File: src/rtl/vga_bus_responder_if.sv
// ---------------------------------------------------------------------------
// vga_bus_responder_if
//   Request/grant bus between a bus initiator and the VGA bus responder.
//
//   Signals:
//     bus_req   initiator -> responder  request; dropping it during grant
//                                       marks the address cycle
//     bus_in    initiator -> responder  32-bit address, sampled in the
//                                       address cycle
//     bus_ack   responder -> initiator  grant, high only while granted
//     bus_wait  responder -> initiator  read data not ready yet
//     bus_data  responder -> initiator  read data, 0 when not driven
//     bus_drive responder -> initiator  bus_data is valid and driven
//
//   Modports: master = initiator side, slave = responder side.
// ---------------------------------------------------------------------------
interface vga_bus_responder_if;
    logic        bus_req;
    logic [31:0] bus_in;
    logic        bus_ack;
    logic        bus_wait;
    logic [31:0] bus_data;
    logic        bus_drive;

    modport master (
        output bus_req,
        output bus_in,
        input  bus_ack,
        input  bus_wait,
        input  bus_data,
        input  bus_drive
    );

    modport slave (
        input  bus_req,
        input  bus_in,
        output bus_ack,
        output bus_wait,
        output bus_data,
        output bus_drive
    );
endinterface

File: src/rtl/vga_bus_responder.sv
// ---------------------------------------------------------------------------
// vga_bus_responder
//   Answers single-word reads from a bus initiator out of a word-addressed
//   video memory. Out-of-range addresses and memory timeouts complete with
//   32'hDEADBEEF and set a sticky error flag.
//
//   Handshake: the initiator raises bus_req; the responder answers with
//   bus_ack (GRANT). The cycle in which bus_req is seen low while bus_ack is
//   high is the address cycle: bus_in is sampled and the memory read issued.
//   bus_wait then stays high until data is available, after which bus_data is
//   driven (bus_drive=1) for exactly two cycles. bus_req is ignored from the
//   address cycle until the responder is back in IDLE.
//
//   Ports:
//     clk        clock, rising edge
//     reset      asynchronous active-low reset
//     bus        slave modport of vga_bus_responder_if
//     mem_re     one-cycle memory read strobe
//     mem_addr   memory word address
//     mem_rdata  memory read data
//     mem_rvalid mem_rdata valid this cycle
//     err        sticky error flag
//     err_clr    clears err (a simultaneous set wins)
//     dbg_state  current FSM state encoding
// ---------------------------------------------------------------------------
module vga_bus_responder #(
    parameter logic [31:0] BASE_ADDR    = 32'h00001050,
    parameter int unsigned MEM_WORDS    = 19200,
    parameter int unsigned WAIT_TIMEOUT = 255
) (
    input  logic                        clk,
    input  logic                        reset,
    vga_bus_responder_if.slave          bus,
    output logic                        mem_re,
    output logic [15:0]                 mem_addr,
    input  logic [31:0]                 mem_rdata,
    input  logic                        mem_rvalid,
    output logic                        err,
    input  logic                        err_clr,
    output logic [2:0]                  dbg_state
);

    localparam logic [31:0] ERR_WORD = 32'hDEADBEEF;

    typedef enum logic [2:0] {
        S_IDLE  = 3'd0,
        S_GRANT = 3'd1,
        S_WAIT  = 3'd2,
        S_DATA  = 3'd3,
        S_HOLD  = 3'd4
    } state_t;

    state_t      state;
    state_t      state_nxt;
    logic        have_data;
    logic        err_txn;     // current transaction ends in an error response
    logic [7:0]  wait_cnt;
    logic [31:0] data_q;
    logic [15:0] addr_q;

    logic [31:0] off;
    logic        in_range;
    logic        addr_cycle;
    logic        timeout_hit;

    logic        ack_c;
    logic        wait_c;
    logic        drive_c;
    logic [31:0] data_c;

    // Wrap-around makes addresses below BASE_ADDR huge, so one compare
    // rejects both ends of the window.
    assign off      = bus.bus_in - BASE_ADDR;
    assign in_range = off < MEM_WORDS;

    // Fires in the WAIT cycle whose increment brings the counter to the
    // limit, so bus_wait is high for exactly WAIT_TIMEOUT cycles.
    assign timeout_hit = (32'(wait_cnt) + 32'd1) == WAIT_TIMEOUT;

    always_comb begin
        state_nxt  = state;
        addr_cycle = 1'b0;
        ack_c      = 1'b0;
        wait_c     = 1'b0;
        drive_c    = 1'b0;
        data_c     = 32'h0;
        mem_re     = 1'b0;
        mem_addr   = addr_q;
        case (state)
            S_IDLE: begin
                if (bus.bus_req) state_nxt = S_GRANT;
            end
            S_GRANT: begin
                ack_c = 1'b1;
                if (!bus.bus_req) begin
                    addr_cycle = 1'b1;
                    state_nxt  = S_WAIT;
                    if (in_range) begin
                        mem_re   = 1'b1;
                        mem_addr = off[15:0];
                    end
                end
            end
            S_WAIT: begin
                wait_c = !have_data;
                if (have_data) state_nxt = S_DATA;
            end
            S_DATA: begin
                drive_c   = 1'b1;
                data_c    = data_q;
                state_nxt = S_HOLD;
            end
            S_HOLD: begin
                drive_c   = 1'b1;
                data_c    = data_q;
                state_nxt = S_IDLE;
            end
            default: state_nxt = S_IDLE;
        endcase
    end

    always_ff @(posedge clk or negedge reset) begin
        if (!reset) begin
            state     <= S_IDLE;
            have_data <= 1'b0;
            err_txn   <= 1'b0;
            err       <= 1'b0;
            wait_cnt  <= 8'h0;
            data_q    <= 32'h0;
            addr_q    <= 16'h0;
        end else begin
            state <= state_nxt;

            if (addr_cycle) begin
                addr_q   <= off[15:0];
                wait_cnt <= 8'h0;
                if (!in_range) begin
                    // Error answer is ready at once: no bus_wait at all.
                    data_q    <= ERR_WORD;
                    have_data <= 1'b1;
                    err_txn   <= 1'b1;
                end else begin
                    err_txn <= 1'b0;
                end
            end else if (state == S_WAIT) begin
                if (wait_cnt != 8'hFF) wait_cnt <= wait_cnt + 8'd1;
                if (!have_data) begin
                    if (mem_rvalid) begin
                        data_q    <= mem_rdata;
                        have_data <= 1'b1;
                    end else if (timeout_hit) begin
                        data_q    <= ERR_WORD;
                        have_data <= 1'b1;
                        err_txn   <= 1'b1;
                    end
                end
            end else if (state == S_HOLD) begin
                have_data <= 1'b0;
                err_txn   <= 1'b0;
            end

            // Set on the WAIT->DATA edge of an error transaction; set beats clear.
            if (state == S_WAIT && have_data && err_txn) err <= 1'b1;
            else if (err_clr)                               err <= 1'b0;
        end
    end

    assign bus.bus_ack   = ack_c;
    assign bus.bus_wait  = wait_c;
    assign bus.bus_drive = drive_c;
    assign bus.bus_data  = data_c;
    assign dbg_state     = state;

endmodule

File: src/flat_wrapper.sv
// flat-port wrapper written by rule: the top's interface ports become plain ports
module vga_bus_responder_flat 
#(
    parameter logic [31:0] BASE_ADDR    = 32'h00001050,
    parameter int unsigned MEM_WORDS    = 19200,
    parameter int unsigned WAIT_TIMEOUT = 255
)
  (clk, reset, mem_re, mem_addr, mem_rdata, mem_rvalid, err, err_clr, dbg_state, bus_bus_req, bus_bus_in, bus_bus_ack, bus_bus_wait, bus_bus_data, bus_bus_drive);
  vga_bus_responder_if bus_i ();
  input  logic clk;
  input  logic reset;
  output logic mem_re;
  output logic [15:0] mem_addr;
  input  logic [31:0] mem_rdata;
  input  logic mem_rvalid;
  output logic err;
  input  logic err_clr;
  output logic [2:0] dbg_state;
  input wire logic [$bits(bus_i.bus_req)-1:0] bus_bus_req;
  input wire logic [$bits(bus_i.bus_in)-1:0] bus_bus_in;
  output wire logic [$bits(bus_i.bus_ack)-1:0] bus_bus_ack;
  output wire logic [$bits(bus_i.bus_wait)-1:0] bus_bus_wait;
  output wire logic [$bits(bus_i.bus_data)-1:0] bus_bus_data;
  output wire logic [$bits(bus_i.bus_drive)-1:0] bus_bus_drive;
  assign bus_i.bus_req = bus_bus_req;
  assign bus_i.bus_in = bus_bus_in;
  assign bus_bus_ack = bus_i.bus_ack;
  assign bus_bus_wait = bus_i.bus_wait;
  assign bus_bus_data = bus_i.bus_data;
  assign bus_bus_drive = bus_i.bus_drive;
  vga_bus_responder #(.BASE_ADDR(BASE_ADDR), .MEM_WORDS(MEM_WORDS), .WAIT_TIMEOUT(WAIT_TIMEOUT)) u_core (.clk(clk), .reset(reset), .bus(bus_i), .mem_re(mem_re), .mem_addr(mem_addr), .mem_rdata(mem_rdata), .mem_rvalid(mem_rvalid), .err(err), .err_clr(err_clr), .dbg_state(dbg_state));
endmodule
File: config.mk
export PLATFORM = sky130hd
export DESIGN_NAME = vga_bus_responder_flat
export DESIGN_NICKNAME = d
export VERILOG_FILES = /design/src/rtl/vga_bus_responder_if.sv /design/src/rtl/vga_bus_responder.sv /design/src/flat_wrapper.sv
export SDC_FILE = /design/constraint.sdc
export NUM_CORES = 1
export LEC_CHECK = 0
export ABC_AREA = 1
export BUFFER_PORTS_ARGS = -buffer_cell sky130_fd_sc_hd__buf_2
export CAP_MARGIN = 40
export CELL_PAD_IN_SITES_DETAIL_PLACEMENT = 0
export CELL_PAD_IN_SITES_GLOBAL_PLACEMENT = 2
export CORE_MARGIN = 1
export CORE_UTILIZATION = 30
export DETAILED_ROUTE_END_ITERATION = 10
export GPL_TIMING_DRIVEN = 0
export PLACE_DENSITY_LB_ADDON = 0.1
export SYNTH_ARGS = -nofsm -noshare
export SYNTH_HDL_FRONTEND = slang
export SYNTH_SLANG_ARGS = --single-unit
File: constraint.sdc
create_clock -name clk -period 5.8 [get_ports clk]
set_input_delay 0.87 -clock clk [delete_from_list [all_inputs] [get_ports clk]]
set_output_delay 0.87 -clock clk [all_outputs]
set_load 0.05 [all_outputs]
## After elaboration in Yosys (flattened, before gate mapping)

Cells that the tools add are included.

| word-level totals | value |
|---|---|
| register bits | 62 |
| bits in latches | 0 |
| RAM bits | 0 |
| memory bits (read-only) | 0 |
| input port bits | 69 |
| output and inout port bits | 56 |
| word-level logic and storage cells | 80 |
| memories | 0 |

| operators by class | value |
|---|---|
| $add $sub $neg | 3 |
| $mul | 0 |
| divide/modulo/power cells | 0 |
| magnitude comparators | 1 |
| equality and inequality tests | 14 |
| shift-type cells | 0 |
| mux-type cells | 40 |
| bitwise operators | 0 |
| reduce and logical (&&, ||, !) cells | 15 |

Operator list:

| kind | count |
|---|---|
| $mux 32 | 7 |
| $mux 16 | 3 |
| $eq 32x8->1 const B | 1 |
| $lt 32x15->1 const B | 1 |
| $sub 32x13->32 const B | 1 |
| $mux 8 | 3 |
| $mux 1 | 23 |
| $pmux 3 s4 | 1 |
| $add 8x1->9 const B | 1 |
| $mux 3 | 3 |
| $add 8x1->8 const B | 1 |
| $ne 2x2->1 const B | 4 |
| $ne 8x8->1 const B | 1 |
| $reduce_and 4->1 | 2 |
| $eq 3x2->1 const B | 2 |
| $reduce_bool 2->1 | 3 |
| $reduce_bool 3->1 | 2 |
| $reduce_and 2->1 | 2 |
| $eq 3x1->1 const B | 1 |
| $eq 3x3->1 const B | 1 |
| $logic_not 3->1 | 1 |
| $ne 3x1->1 const B | 1 |
| $ne 3x2->1 const B | 1 |
| $ne 3x3->1 const B | 1 |
| 5 further kinds | 6 |

## Depth between registers and ports, before layout

Gate-level depths: netlist (run 1).

| logic depth | value |
|---|---|
| word-level depth | 7 |
| depth in mapped cells | 20 |
| depth with buffers taken out | 19 |

## Worst setup path before layout (run 1)

Ideal clock, no wire load.

| timing | value |
|---|---|
| path type | input-to-output |
| start point | in bus_bus_in[4] |
| end point | out mem_addr[2] |
| arrival time | 2.742 ns |
| required time | 4.930 ns |
| setup slack | 2.188 ns |
| cell stages on the path | 18 |
| path buffers | 1 |
| path through | inv_1 > ha_1 > inv_1 > nand2_1 > nand3_2 > nand2_2 > buf_4 > nand2_1 > nand2_1 > nand2_1 > nand3_1 > nor2_1 > nand3_1 > nor2_4 > nand3_2 > nand2_1 > nand2_1 > inv_1 |

| on the way | value |
|---|---|
| cells in the longest elaborated chain, start to end | 5 |

Ends and longest elaborated chain:

| item | line | RTL |
|---|---|---|
| start: declaration | flat_wrapper.sv:20 | `input wire logic [$bits(bus_i.bus_in)-1:0] bus_bus_in;` |
| $sub 32x13->32 | vga_bus_responder.sv:73 | `assign off = bus.bus_in - BASE_ADDR;` |
| $lt 32x15->1 | vga_bus_responder.sv:74 | `assign in_range = off < MEM_WORDS;` |
| $mux 16 | vga_bus_responder.sv:98 | `if (in_range) begin` |
| $mux 16 | vga_bus_responder.sv:95 | `if (!bus.bus_req) begin` |
| $mux 16 | vga_bus_responder.sv:89 | `case (state)` |
| end: declaration | flat_wrapper.sv:13 | `output logic [15:0] mem_addr;` |

Every way passes these cells.

## Final worst setup path (run 1)

| timing | value |
|---|---|
| start point | in bus_bus_in[4] |
| end point | out mem_addr[5] |

| on the way | value |
|---|---|
| cells in the longest elaborated chain, start to end | 5 |

Ends and longest elaborated chain:

| item | line | RTL |
|---|---|---|
| $sub 32x13->32 | vga_bus_responder.sv:73 |  |
| net u_core.off[4] | vga_bus_responder.sv:61 | `logic [31:0] off;` |
| $lt 32x15->1 | vga_bus_responder.sv:74 |  |
| $mux 16 | vga_bus_responder.sv:98 |  |
| $mux 16 | vga_bus_responder.sv:95 |  |
| $mux 16 | vga_bus_responder.sv:89 |  |

The timed path passes the listed nets, and every way through them passes these cells.

==> impl_metrics.json, run 1 <==
{
  "n_antenna_cell": 0,
  "status": "finished, final reports clean",
  "synthTopCellsByArea": "dfrtp_1 33%, nand2_1 21%, inv_1 8.9%, nor2_1 8.5%, nand3_1 7.0%",
  "start_util_pct": 30.9,
  "placed_area_um2": 5620,
  "synth-seq-cells": 62,
  "overflow": 0,
  "critical_path_class": "input port to primary output",
  "cp-start-kind": "input port",
  "clock_skew_ps": 8.77,
  "peakVddDrop_mv": 0.174,
  "cts_root_buf": "clkbuf_16",
  "cap_violations": 0,
  "synthCells": 766,
  "internal_power_mw": 1.33,
  "worst_slack_ps": 1640,
  "cts_tree": "yes",
  "hold_buffers": 0,
  "final_cells": 1116,
  "clk_pin_slew_ps": 60,
  "grt_max_degree": 53,
  "hold_viol": 0,
  "numCtsBuffers": 9,
  "gp_congestion": 0.815,
  "pin_count": 125,
  "synth.avg_cell_area_um2": 6.16,
  "ys_seq_area_share_pct": 32.9,
  "fin_crit_sh_pct": 71.8,
  "vias_per_cell": 4.51,
  "dieArea_um2": 16200,
  "power_frac_comb_pct": 52.7,
  "h-tree-depth": 3,
  "power_density_nw_per_um2": 447,
  "clk_latency_ps": 330,
  "post_cts_buffers": 0,
  "critPathCaptureType": "primary output",
  "dr.pass1.iters": 4,
  "port_buffers": 122,
  "finalMaxSlewViolations": 0,
  "wl_per_cell_um": 13.3,
  "drive_gt1_share_pct": 22.3,
  "syn_area_um2": 4720,
  "area_growth_pct": 25.2,
  "required_ps": 4930,
  "drt_iter0_markers": 256,
  "p_seq_share_pct": 27.7,
  "nFillCells": 1684,
  "antenna_found_initial": 0,
  "power_frac_clock_pct": 19.6,
  "clock_sinks": 62,
  "die_w_um": 127,
  "period_minus_slack_ps": 4160,
  "drc_errors": 0,
  "num_rows": 45,
  "synth_top_area_share_pct": 32.9,
  "cts_resized": 0,
  "fin_setup_tns_ps": 0,
  "drt_wl_total_um": 14800,
  "grt_use_total_pct": 19.0,
  "switching_power_mw": 1.31,
  "placed_cells": 1100,
  "yosysTopAreaCell": "dfrtp_1",
  "cp.arrival_ps": 3290,
  "final_area_um2": 5910,
  "die_y_um": 127,
  "core_um2": 15300,
  "fin_nets": 972,
  "grt_pass1_wl_um": 24200,
  "pre_cts_slack_ps": 1610,
  "max_slew_margin_pct": 62.3,
  "whs_ps": 385,
  "dpl.hpwl_um": 11700,
  "finalSetupViolations": 0,
  "crit_fanout": 10,
  "worst_slew_pin_slew_ps": 565,
  "power_leakage_nw": 3.34,
  "ant_nets": 0,
  "holdCritPathClass": "input port to async pin",
  "cts_max_path_buffers": 2,
  "grt_pass1_vias": 4862,
  "swShare_pct": 49.6,
  "rsz0062_at_grt": "no",
  "timing.fmax_ghz": 0.240,
  "route.vias.total": 5030,
  "syn-num-nets": 838,
  "synth_cell_type_count": 32,
  "yosysWarnings": 0
}
worst max-delay path: stages:
cell     delay (ps)
buf_2           130
inv_1            70
ha_1            180
inv_1            60
nand2_1         130
nand3_2         100
nand2_2          90
buf_4           170
nand3_1          80
nand2_1         120
nand3_1          70
nor2_1          110
nand3_1         120
nor2_4          240
nand3_2         250
nand2_1         120
nand2_1          50
inv_1            60
buf_2           250
per-stage QoR:
step           total power [mW]  utilization [%]
4_1_cts                    2.67             38.7
3_3_place_gp               2.11             36.7
6_report                   2.64             38.7
3_5_place_dp               2.14             36.9
5_1_grt                    2.85             38.7
2_1_floorplan              1.78                -
per-layer routing:
layer / vias to the layer above / global-route usage, % / share of wire [%] / wire, um
met5: - / 0 / 0 / 0
met4: 0 / 5.04 / 0.90 / 133
met3: 9 / 2.68 / 4.3 / 629
met2: 108 / 31.9 / 47 / 6910
met1: 2286 / 25.5 / 48 / 7120
li1: 2627 / - / - / -
area by class of cell:
type | instances | area [um2] | area share, %
plain buffers | 23 | 129 | 2.18
inverters | 118 | 443 | 7.50
flip-flops and latches | 62 | 1550 | 26.3
well taps | 211 | 264 | 4.47
multi-input cells | 563 | 2600 | 44.0
clock inverters | 5 | 50.0 | 0.847
clock buffers | 11 | 233 | 3.94
repair buffers | 123 | 641 | 10.8
state kept, by name (all words and copies together), names as in the netlist:
| name | cells |
|---|---|
| u_core.addr_q | 16 |
| u_core.data_q | 32 |
| u_core.dbg_state | 3 |
| u_core.err | 1 |
| u_core.err_txn | 1 |
| u_core.have_data | 1 |
| u_core.wait_cnt | 8 |
kinds of logic after synthesis:
logic type | Yosys count | share of synthesized area (%)
and+or+nand+nor | 516 | 48.6
buffers and inverters | 141 | 12.1
xor gates and xnor gates | 7 | 1.30
adders and majority gates | 3 | 0.795
DFF | 62 | 32.9
AOI/OAI and AO/OA | 37 | 4.35
power groups by stage:
stage / clock [mW] / combinational, mW / sequential (mW)
2_1_floorplan: 0 / 1.04 / 0.745
3_3_place_gp: 0 / 1.38 / 0.731
3_5_place_dp: 0 / 1.40 / 0.739
4_1_cts: 0.533 / 1.41 / 0.732
5_1_grt: 0.550 / 1.54 / 0.756
6_report: 0.517 / 1.39 / 0.733
final timing paths:
path	end	slack, ps	cells after the start	startpoint
max	mem_addr[5]	1640	19	bus_bus_in[4]
max reg2reg	u_core.data_q[16]	3360	14	u_core.wait_cnt[0]
min	u_core.addr_q[0]	380	1	reset
min reg2reg	u_core.addr_q[12]	480	2	u_core.addr_q[12]
max in group asynchronous	u_core.data_q[17]	4890	2	reset
min in group clk	u_core.addr_q[12]	480	2	u_core.addr_q[12]
layout by cell type (no fill, tap or decap), drive strengths merged:
cell type	count
a21oi	9
a22o	2
a31oi	4
and2	2
buf	134
bufinv	1
clkbuf	23
clkinv	5
dfrtp	62
ha	3
inv	117
nand2	269
nand3	69
nand3b	3
nand4	25
nor2	120
nor3	4
o21ai	17
o22ai	4
o31ai	1
or2	24
xor2	7
Yosys cell counts, drive strengths merged:
cell type,number
dfrtp,62
o22ai,4
clkbuf,12
inv,117
a21oi,9
a22o,2
o31ai,1
a31oi,4
nor3,4
or2,24
ha,3
o21ai,17
nand3,69
nand4,25
nand3b,3
nor2,120
buf,11
xor2,7
clkinv,1
nand2,269
and2,2
(Power assumes the default switching activity.)
==> inputs of run 2 (changes only) <==
Settings changed: CORE_UTILIZATION 30 to 25.
Clock period 5.8 ns to 3.8 ns, I/O delays scaled along.
==> impl_metrics.json, run 2 (same netlist as run 1, synthesis figures left out) <==
{
  "area_growth_pct": 26.9,
  "required_ps": 3230,
  "holdCritPathClass": "input port to async pin",
  "numCtsBuffers": 9,
  "reg2reg_slack_ps": 1380,
  "clk_pin_slew_ps": 50,
  "ant_nets": 0,
  "final_common_cell": "nand2_1",
  "worst_slew_pin_slew_ps": 587,
  "layout_common_cells": "260 x nand2_1, 122 x buf_2, 112 x inv_1, 107 x nor2_1, 66 x nand3_1",
  "die_y_um": 139,
  "r2r-start": "u_core.wait_cnt[0]",
  "finalSetupViolations": 0,
  "wl_per_cell_um": 13.5,
  "grt_pass1_wl_um": 24900,
  "dpl.hpwl_um": 12500,
  "crit_fanout": 10,
  "nFillCells": 2108,
  "vias_per_cell": 4.41,
  "start_util_pct": 25.9,
  "route.vias.total": 5013,
  "critPathCaptureType": "primary output",
  "power_density_nw_per_um2": 687,
  "drive_gt1_share_pct": 22.6,
  "period_minus_slack_ps": 3510,
  "hold_buffers": 0,
  "fin_crit_sh_pct": 92.4,
  "grt_pass1_vias": 4837,
  "drt_iter0_markers": 203,
  "largest_reg_flops": 32,
  "peakVddDrop_mv": 0.197,
  "top_register": "u_core.data_q",
  "gp_congestion": 0.809,
  "power_leakage_nw": 3.36,
  "cts_max_path_buffers": 2,
  "drt_wl_total_um": 15400,
  "drc_errors": 0,
  "dr.pass1.iters": 7,
  "fin_nets": 974,
  "crit_end": "mem_addr[5]",
  "clock_skew_ps": 6.94,
  "max_slew_margin_pct": 60.9,
  "antenna_found_initial": 0,
  "hold_viol": 0,
  "cp-start-kind": "input port",
  "fin_setup_tns_ps": 0,
  "largestRegisters": "u_core.data_q (32), u_core.addr_q (16), u_core.wait_cnt (8)",
  "die_w_um": 139,
  "power_mw": 4.12,
  "crit_chain": "buf_2 -> inv_1 -> ha_1 -> inv_1 -> nand2_1 -> nand3_2 -> nand2_2 -> buf_4 -> nand3_1 -> nand2_1 -> nand3_1 -> nor2_1 -> nand3_1 -> nor2_4 -> nand3_4 -> nand2_1 -> nand2_1 -> inv_1 -> buf_2",
  "n_antenna_cell": 0,
  "grt_max_degree": 59,
  "crit_slowest_cell": "nor2_4",
  "cpPeakStageDelay_ps": 260,
  "pin_count": 125,
  "h-tree-depth": 3,
  "finalMaxSlewViolations": 0,
  "status": "finished, final reports clean",
  "critical_path_class": "input port to primary output",
  "dieArea_um2": 19400,
  "num_rows": 49,
  "overflow": 0,
  "rsz0062_at_grt": "no",
  "clock_sinks": 62,
  "grt_use_total_pct": 16.2,
  "core_um2": 18200,
  "cp.arrival_ps": 2940,
  "cts_root_buf": "clkbuf_16",
  "cap_violations": 0,
  "port_buffers": 122,
  "crit_start": "bus_bus_in[4]",
  "cp_common_cell": "nand2_1",
  "cts_tree": "yes",
  "clk_latency_ps": 330,
  "timing.fmax_ghz": 0.285,
  "rr_worst_depth": 14,
  "multiInputGateArea_um2": 2600,
  "r2r-end": "u_core.data_q[14]",
  "seqCellArea_um2": 1550
}
[run 2: power by group]
group	internal [mW]	switching, mW
Sequential	0.959	0.155
Combinational	0.571	1.56
Clock	0.580	0.295
Total	2.11	2.01
[run 2: critical path, delay by kind of cell]
family,cells,cell delay [ps]
adder cells (fa/ha/maj),1,180
AND/OR/NAND/NOR,12,1450
buffers and inverters,6,740
[run 2: worst min path at each step]
stage	slack, ps	endpoint	depth (start not counted)	from
5_1_grt	40	u_core.addr_q[3]	1	reset
4_1_cts	40	u_core.addr_q[3]	1	reset
3_3_place_gp	470	u_core.addr_q[12]	2	u_core.addr_q[12]
2_1_floorplan	270	u_core.addr_q[0]	0	reset
3_5_place_dp	390	u_core.addr_q[3]	1	reset
6_report	50	u_core.addr_q[3]	1	reset
[run 2: what timing repair did]
item,4_1_cts,5_1_grt
buffers inserted,0,2
setup endpoints to repair,0,15
endpoints found under the hold margin,0,0
gates resized for setup,0,1
[run 2: layout make-up]
| type | instances | area share (%) |
|---|---|---|
| plain buffers | 23 | 2.15 |
| clock buffers | 14 | 4.74 |
| clock inverters | 2 | 0.627 |
| inverters | 118 | 7.39 |
| multi-input cells | 563 | 43.5 |
| flip-flops and latches | 62 | 25.9 |
| well taps | 229 | 4.78 |
| repair buffers | 125 | 10.9 |
[run 2: routing by layer]
layer | track usage, % | vias to the layer above | share of wire [%]
met2 | 27.8 | 98 | 48
met4 | 4.09 | 0 | 0.94
met3 | 2.20 | 9 | 3.8
li1 | - | 2628 | -
met5 | 0 | - | 0
met1 | 21.2 | 2278 | 47
[run 2: per-stage QoR]
step	worst slack, ps	hold slack (ps)	util [%]	cell area (um2)	cells
2_1_floorplan	788	274	-	4720	766
3_3_place_gp	160	468	30.8	5620	1117
3_5_place_dp	157	388	31.0	5650	1118
4_1_cts	155	37.0	32.8	5970	1134
5_1_grt	18.0	39.2	32.9	5990	1136
6_report	289	48.3	32.9	5990	1136
==> inputs of run 3 (changes only) <==
Settings changed: RECOVER_POWER set to 50.
==> impl_metrics.json, run 3 (same netlist as run 1, synthesis figures left out) <==
{
  "status": "finished with violations",
  "violations": "capacitance limit, slew limit",
  "largest_reg_flops": 32,
  "hold_buffers": 0,
  "cts_tree": "yes",
  "drt_wl_total_um": 15400,
  "cp_common_cell": "nand2_1",
  "rsz0062_at_grt": "no",
  "grt_pass1_vias": 4837,
  "ant_nets": 0,
  "dieArea_um2": 19400,
  "crit_chain": "buf_2 -> inv_1 -> ha_1 -> inv_1 -> nand2_1 -> nand3_2 -> nand2_2 -> buf_4 -> nand3_1 -> nand2_1 -> nand3_1 -> nor2_1 -> nand3_1 -> nor2_4 -> nand3_4 -> nand2_1 -> nand2_1 -> inv_1 -> buf_2",
  "fin_crit_sh_pct": 92.5,
  "drc_errors": 0,
  "dr.pass1.iters": 6,
  "final_common_cell": "nand2_1",
  "crit_slowest_cell": "nor2_4",
  "wl_per_cell_um": 13.6,
  "grt_use_total_pct": 16.2,
  "gp_congestion": 0.809,
  "crit_start": "bus_bus_in[4]",
  "power_leakage_nw": 3.33,
  "top_register": "u_core.data_q",
  "layout_common_cells": "260 x nand2_1, 116 x buf_2, 112 x inv_1, 107 x nor2_1, 66 x nand3_1",
  "finalMaxSlewViolations": 59,
  "die_w_um": 139,
  "grt_pass1_wl_um": 24900,
  "critPathCaptureType": "primary output",
  "start_util_pct": 25.9,
  "largestRegisters": "u_core.data_q (32), u_core.addr_q (16), u_core.wait_cnt (8)",
  "clk_latency_ps": 330,
  "vias_per_cell": 4.41,
  "num_rows": 49,
  "fin_setup_tns_ps": 0,
  "nFillCells": 2116,
  "dpl.hpwl_um": 12500,
  "cpPeakStageDelay_ps": 260,
  "clk_pin_slew_ps": 50,
  "cts_root_buf": "clkbuf_16",
  "pin_count": 125,
  "holdCritPathClass": "input port to async pin",
  "timing.fmax_ghz": 0.284,
  "port_buffers": 122,
  "cp.arrival_ps": 2950,
  "clock_skew_ps": 7.19,
  "die_y_um": 139,
  "drive_gt1_share_pct": 21.8,
  "peakVddDrop_mv": 0.196,
  "route.vias.total": 5014,
  "critPathTopFamily": "simple AND/OR/NAND/NOR gates",
  "fin_nets": 974,
  "cap_violations": 1,
  "critical_path_class": "input port to primary output",
  "r2r-start": "u_core.wait_cnt[0]",
  "overflow": 0,
  "fin_util_pct": 32.7,
  "numCtsBuffers": 9,
  "max_slew_margin_pct": -6.31,
  "antenna_found_initial": 0,
  "cp-start-kind": "input port",
  "worst_slew_pin_slew_ps": 1590,
  "power_density_nw_per_um2": 690,
  "core_um2": 18200,
  "drt_iter0_markers": 206,
  "hold_viol": 0,
  "required_ps": 3230,
  "finalSetupViolations": 0,
  "crit_fanout": 10,
  "h-tree-depth": 3,
  "area_growth_pct": 26.2,
  "clock_sinks": 62,
  "crit_buf_inv": 6,
  "cts_max_path_buffers": 2,
  "final_cells": 1136,
  "placed_cells": 1118,
  "n_antenna_cell": 0,
  "period_minus_slack_ps": 3520,
  "grt_max_degree": 59
}
-- run 3: per-stage QoR --
| step | hold slack, ps | power, mW | cell area, um2 | setup WS, ps |
|---|---|---|---|---|
| finish | 79.1 | 4.11 | 5960 | 284 |
| floorplan | 274 | 2.72 | 4720 | 788 |
| detailed placement | 388 | 3.28 | 5650 | 157 |
| CTS | 37.0 | 4.18 | 5970 | 155 |
| global route | 91.5 | 4.45 | 5960 | 18.0 |
| global placement | 468 | 3.25 | 5620 | 160 |
-- run 3: metal layers --
| metal | up-vias | track usage [%] | routed length (um) |
|---|---|---|---|
| met2 | 91 | 27.8 | 7400 |
| met5 | - | 0 | 0 |
| li1 | 2628 | - | - |
| met3 | 9 | 2.20 | 559 |
| met4 | 0 | 4.09 | 144 |
| met1 | 2286 | 21.2 | 7300 |
-- run 3: power by group --
group / internal, mW / switching (mW)
clock network: 0.580 / 0.295
registers: 0.959 / 0.157
logic: 0.561 / 1.56
-- run 3: area by class of cell --
cell class	instances	area [um2]	share of cell area, %
Buffer	23	129	2.16
Clock buffer	14	284	4.77
Clock inverter	2	37.5	0.630
Inverter	118	443	7.44
Multi-Input combinational cell	563	2600	43.7
Sequential cell	62	1550	26.0
Tap cell	229	287	4.81
Timing Repair Buffer	125	622	10.4
-- run 3: worst paths after layout --
check,to,slack (ps),cells past startpoint
worst max-delay path,mem_addr[5],280,19
worst min register to register,u_core.addr_q[5],480,2
max in group asynchronous,u_core.data_q[24],1910,2
worst max register to register,u_core.data_q[14],1380,14
min in group clk,u_core.err,440,2
worst min-delay path,u_core.addr_q[3],80,1
-- run 3: timing repair --
action / CTS / global route
gates resized for setup: 0 / 1
setup endpoints to repair: 0 / 15
buffers inserted: 0 / 2
